===== src/rtl/branch_predictor.sv =====
// Fetch-side direct-mapped BTB with 2-bit counters plus misprediction recovery.
// Optional stat_branches/stat_mispredicts outputs under BRANCH_PREDICTOR_STATS_EN.
module branch_predictor #(
  parameter int unsigned ENTRIES = 16
) (
  input  logic        clk,
  input  logic        rst_n,
  input  logic [31:0] pc,
  input  logic        stall,
  input  logic        ex_valid,
  input  logic        ex_is_branch,
  input  logic [31:0] ex_pc,
  input  logic        ex_taken,
  input  logic [31:0] ex_target,
  input  logic        ex_pred_taken,
  input  logic [31:0] ex_pred_target,
  output logic        branch_predict,
  output logic [31:0] branch_pc,
  output logic        branch_undo,
  output logic [31:0] pc_not_taken
`ifdef BRANCH_PREDICTOR_STATS_EN
  ,
  output logic [31:0] stat_branches,
  output logic [31:0] stat_mispredicts
`endif
);

  localparam int unsigned IDX_W = $clog2(ENTRIES);
  localparam int unsigned TAG_W = 30 - IDX_W;

  logic             valid_q [ENTRIES];
  logic [TAG_W-1:0] tag_q   [ENTRIES];
  logic [31:0]      tgt_q   [ENTRIES];
  logic [1:0]       ctr_q   [ENTRIES];

  logic        undo_q, undo_d;
  logic [31:0] pnt_q, pnt_d;

  logic [IDX_W-1:0] idx, ex_idx;
  logic [TAG_W-1:0] tag, ex_tag;
  logic             hit, ex_hit, upd, mispredict;
  logic [1:0]       ctr_d;
  logic             ctr_wr, tgt_wr, alloc;
  logic             unused_pc_lsb;

  assign unused_pc_lsb = ^pc[1:0];

  assign idx    = pc[IDX_W+1:2];
  assign tag    = pc[31:IDX_W+2];
  assign ex_idx = ex_pc[IDX_W+1:2];
  assign ex_tag = ex_pc[31:IDX_W+2];

  assign hit    = valid_q[idx] & (tag_q[idx] == tag);
  assign ex_hit = valid_q[ex_idx] & (tag_q[ex_idx] == ex_tag);

  assign branch_predict = hit & ctr_q[idx][1] & ~stall & ~undo_q;
  assign branch_pc      = hit ? tgt_q[idx] : '0;
  assign branch_undo    = undo_q;
  assign pc_not_taken   = pnt_q;

  // EX resolutions arriving while an undo is in flight are wrong-path and ignored.
  assign upd        = ex_valid & ex_is_branch & ~undo_q;
  assign mispredict = upd & ((ex_pred_taken != ex_taken) |
                             (ex_pred_taken & ex_taken & (ex_pred_target != ex_target)));

  always_comb begin
    ctr_d  = ctr_q[ex_idx];
    ctr_wr = 1'b0;
    tgt_wr = 1'b0;
    alloc  = 1'b0;
    undo_d = mispredict;
    pnt_d  = pnt_q;
    if (mispredict) pnt_d = ex_taken ? ex_target : ex_pc + 32'd4;
    if (upd) begin
      if (ex_hit) begin
        ctr_wr = 1'b1;
        tgt_wr = ex_taken;
        if (ex_taken) ctr_d = (ctr_q[ex_idx] == 2'b11) ? 2'b11 : ctr_q[ex_idx] + 2'd1;
        else          ctr_d = (ctr_q[ex_idx] == 2'b00) ? 2'b00 : ctr_q[ex_idx] - 2'd1;
      end else if (ex_taken) begin
        alloc  = 1'b1;
        ctr_wr = 1'b1;
        tgt_wr = 1'b1;
        ctr_d  = 2'b10;
      end
    end
  end

  always_ff @(posedge clk or negedge rst_n) begin
    if (!rst_n) begin
      for (int unsigned i = 0; i < ENTRIES; i++) begin
        valid_q[i] <= 1'b0;
        tag_q[i]   <= '0;
        tgt_q[i]   <= '0;
        ctr_q[i]   <= 2'b01;
      end
      undo_q <= 1'b0;
      pnt_q  <= '0;
    end else begin
      if (ctr_wr) ctr_q[ex_idx] <= ctr_d;
      if (tgt_wr) tgt_q[ex_idx] <= ex_target;
      if (alloc) begin
        valid_q[ex_idx] <= 1'b1;
        tag_q[ex_idx]   <= ex_tag;
      end
      undo_q <= undo_d;
      pnt_q  <= pnt_d;
    end
  end

`ifdef BRANCH_PREDICTOR_STATS_EN
  logic [31:0] br_cnt_q, mp_cnt_q;

  always_ff @(posedge clk or negedge rst_n) begin
    if (!rst_n) begin
      br_cnt_q <= '0;
      mp_cnt_q <= '0;
    end else begin
      if (upd && (br_cnt_q != '1))        br_cnt_q <= br_cnt_q + 32'd1;
      if (mispredict && (mp_cnt_q != '1)) mp_cnt_q <= mp_cnt_q + 32'd1;
    end
  end

  assign stat_branches    = br_cnt_q;
  assign stat_mispredicts = mp_cnt_q;
`endif

endmodule


===== config.mk =====
export PLATFORM = sky130hd
export DESIGN_NAME = branch_predictor
export DESIGN_NICKNAME = d
export VERILOG_FILES = /design/src/rtl/branch_predictor.sv
export SDC_FILE = /design/constraint.sdc
export NUM_CORES = 2
export LEC_CHECK = 0
export CAP_MARGIN = 20
export CORE_MARGIN = 10
export CORE_UTILIZATION = 56
export DETAILED_ROUTE_END_ITERATION = 7
export GPL_ROUTABILITY_DRIVEN = 0
export HOLD_SLACK_MARGIN = 0.12
export PLACE_DENSITY_LB_ADDON = 0.3
export SYNTH_ARGS = -nofsm -noshare
export SYNTH_HDL_FRONTEND = slang
export SYNTH_SLANG_ARGS = --single-unit

===== constraint.sdc =====
create_clock -name clk -period 5.4 [get_ports clk]
set_clock_uncertainty 0.1 [all_clocks]
set_input_delay 1.08 -clock clk [delete_from_list [all_inputs] [get_ports clk]]
set_output_delay 1.08 -clock clk [all_outputs]
set_load 0.02 [all_outputs]

==> results.sh <==
export IMPL_clockRootBuffer="clkbuf_16"
export IMPL_leakagePower_nw=26.9
export IMPL_fin_hold_ws_ns=0.337
export IMPL_met1_length_um=58500
export IMPL_timing_fmax_ghz=0.186
export IMPL_coreArea_mm2=0.0901
export IMPL_finalHoldViolCount=0
export IMPL_start_util_pct=56.5
export IMPL_syn_area_mm2=0.0510
export IMPL_netlist_top_cells_area="dfrtp_1 49%, mux2_2 22%, mux4_2 18%, xnor2_1 1.4%, clkbuf_1 1.2%"
export IMPL_slew_viol_final=0
export IMPL_dieWidth_um=322
export IMPL_cts_clk_slew_worst_paths_ns=0.06
export IMPL_synth_edf_count=0
export IMPL_yosysMostFrequentCell="mux2_2"
export IMPL_layout_nets=3673
export IMPL_power_mw=20.2
export IMPL_antenna_found_initial=7
export IMPL_vias=32570
export IMPL_r2r_cells=11
export IMPL_ant_nets=0
export IMPL_crit_start="pc[2]"
export IMPL_cp_depth=13
export IMPL_fp_row_count=110
export IMPL_route_detailed_drc=0
export IMPL_cts_buffer_depth=3
export IMPL_syn_area_per_cell_um2=15.4
export IMPL_ys_seq_area_share_pct=49.6
export IMPL_path_cells="buf_16 > buf_4 > bufbuf_16 > mux4_2 > mux4_2 > xor2_1 > nor4_1 > nand4_1 > buf_6 > buf_12 > buf_12 > nor2b_1 > buf_4"
export IMPL_synth_ff_type="dfrtp_1"
export IMPL_critPathArrivalTime_ns=4.20
export IMPL_viasPerCell=6.80
export IMPL_grt_max_degree=142
export IMPL_worstHoldPathType="input pin to async pin"
export IMPL_r2r_slack_ns=1.31
export IMPL_grt_total_usage_pct=29.6
export IMPL_synth_commonest_cells="1,004 x mux2_2, 993 x dfrtp_1, 408 x mux4_2, 166 x clkbuf_1, 99 x buf_1"
export IMPL_pre_cts_ws_ns=-0.881
export IMPL_final_min_clock_period_ns=5.38
export IMPL_grt_ovfl_total=0
export IMPL_yosys_area_top_type_share_pct=48.8
export IMPL_peakVddDrop_v=0.000359
export IMPL_wl_um=153000
export IMPL_highest_layer="met5"
export IMPL_cp_num_buf_inv=7
export IMPL_wl_met3_um=14100
export IMPL_drive_gt1_share_pct=53.7
export IMPL_firstDrtPassIters=8
export IMPL_crit_end="branch_pc[3]"
export IMPL_clock_latency_ns=0.74
export IMPL_clock_sinks=1009
export IMPL_htree_levels=3
export IMPL_crit_type="input pin to output pin"
export IMPL_timing_rr_end="ctr_q[13]$_DFFE_PN0P_"
export IMPL_grt_pass1_vias=34888
export IMPL_setup_slack_ns=0.0154
export IMPL_areaGrowthSynthToFinish_pct=16.1
export IMPL_ys_warn_count=0
export IMPL_cap_violations=0
export IMPL_startpoint_type="input pin"
export IMPL_drt_iter0_markers=3377
export IMPL_synthArstFlopShare_pct=100
export IMPL_worstPathRequired_ns=4.22
export IMPL_cts_tree="yes"
export IMPL_synth_cells=3310
export IMPL_ys_ff_latch=1009
export IMPL_finalSetupViolCount=0
export IMPL_dp_hpwl_um=101000
export IMPL_grt_first_pass_wirelength_um=228000
export IMPL_rsz0062_at_grt="true"
export IMPL_worstMarginPinSlew_ns=1.04
export IMPL_io_buffers=198
export IMPL_rr_startpoint="tag_q[290]$_DFFE_PN0P_"
export IMPL_wl_met2_um=72700
export IMPL_critPathTopFamily="buffers and inverters"
export IMPL_end_kind="output pin"
export IMPL_die_area_mm2=0.103
export IMPL_cts_made_buffers=104
export IMPL_max_stage_delay_ns=0.51
export IMPL_fp_dieH_um=322
export IMPL_io_pins=201
export IMPL_synth_net_count=3450
export IMPL_maxSlewHeadroom_pct=30.1
export IMPL_status="completed"
export IMPL_p_per_area_mw_per_mm2=341
export IMPL_cp_max_fo=14
export IMPL_finalCritPeriodShare_pct=99.7
export IMPL_critPathSlowestCell="mux4_2"
export IMPL_wl_per_cell_um=31.9
export IMPL_yosysTopAreaCell="dfrtp_1"
export IMPL_synth_cell_types=64
-- area by class of cell --
| type | count | area, µm² |
|---|---|---|
| fill | 6158 | 31000 |
| sequential | 1009 | 25300 |
| multi-input combinational | 1958 | 24300 |
| timing repair buffer | 447 | 4410 |
| clock buffer | 148 | 3020 |
| tap | 1176 | 1470 |
| clock inverter | 39 | 636 |
| inverter | 13 | 48.8 |
| antenna | 1 | 2.50 |
-- worst reg2reg max path, cell delays in order (launching register included) --
cell and delay, ns:
dfrtp_1 0.41, mux4_2 0.46, a22oi_1 0.26, a21oi_1 0.10, nor4_1 0.40, buf_4 0.21
nand4_1 0.16, or3_1 0.51, or2_1 0.31, buf_4 0.19, o41a_4 0.54, mux2_2 0.30
-- logic make-up (layout without fill, tap and decap cells) --
kind of cell / after synthesis / count (layout) / synth area share (%)
muxes: 1450 / 1450 / 41.0
DFF: 1009 / 1009 / 49.6
buffers and inverters: 343 / 647 / 2.92
and+or+nand+nor: 273 / 273 / 2.95
AOI/OAI and AO/OA: 123 / 123 / 1.63
xor gates and xnor gates: 106 / 106 / 1.82
adders and majority gates: 6 / 6 / 0.142
other: 0 / 1 / 0
-- layout by cell type (no fill, tap or decap), types with 11 or more instances in the layout --
master and n:
a21oi_1 17, and3_1 12, nor3_1 14, clkbuf_8 26
nor4_1 12, bufinv_16 11, mux2_2 1004, nand4_1 22
a21o_1 16, buf_12 45, dfstp_2 16, mux4_2 408
mux2i_1 38, buf_4 200, clkdlybuf4s50_1 156, xnor2_1 76
nor2_1 23, clkbuf_1 19, buf_2 24, nand3_2 15
clkbuf_16 104, nand2b_1 19, o21ai_0 36, a22oi_1 12
xor2_1 27, nand2_1 50, clkinv_2 17, dfrtp_1 993
nand2_2 16, nor2b_1 36, nand3_1 32
-- repair_timing --
action	in CTS	in global routing
cloned	1	0
pin swaps	5	4
endpoints found under the setup margin	33	33
hold buffers	0	0
buffers inserted	3	3
resized for setup	122	32
-- through the flow --
step | util (%) | cells | area [µm²] | setup TNS, ns
after CTS | 65.7 | 4787 | 59200 | 0
after floorplan | - | 3310 | 51000 | 0
final | 65.7 | 4791 | 59200 | 0
after detailed placement | 61.5 | 4596 | 55400 | -24.16
after global routing | 65.7 | 4790 | 59200 | -0.291
after global placement | 61.5 | 4596 | 55400 | -24.91
-- layer usage --
| metal | up-vias | global-route usage, % |
|---|---|---|
| li1 | 12975 | - |
| met1 | 17551 | 38.4 |
| met2 | 1600 | 46.6 |
| met3 | 434 | 7.90 |
| met4 | 10 | 13.4 |
| met5 | - | 0 |
-- flip-flops by register name (all words and copies together) (netlist names) --
register / cells
branch_undo: 1
tag_q: 416
ctr_q: 32
valid_q: 16
pc_not_taken: 32
tgt_q: 512
-- where the power goes --
part	internal (mW)	switching (mW)
clock network	4.44	3.14
registers	8.55	0.650
logic	1.94	1.48
total	14.9	5.28
-- worst min-delay path by stage --
stage | from | to
floorplan | valid_q[11]$_DFFE_PN0P_ | valid_q[11]$_DFFE_PN0P_
global placement | valid_q[3]$_DFFE_PN0P_ | valid_q[3]$_DFFE_PN0P_
detailed placement | valid_q[3]$_DFFE_PN0P_ | valid_q[3]$_DFFE_PN0P_
CTS | rst_n | tag_q[157]$_DFFE_PN0P_
global route | rst_n | tag_q[313]$_DFFE_PN0P_
finish | rst_n | tag_q[313]$_DFFE_PN0P_
(Power assumes the default switching activity.)
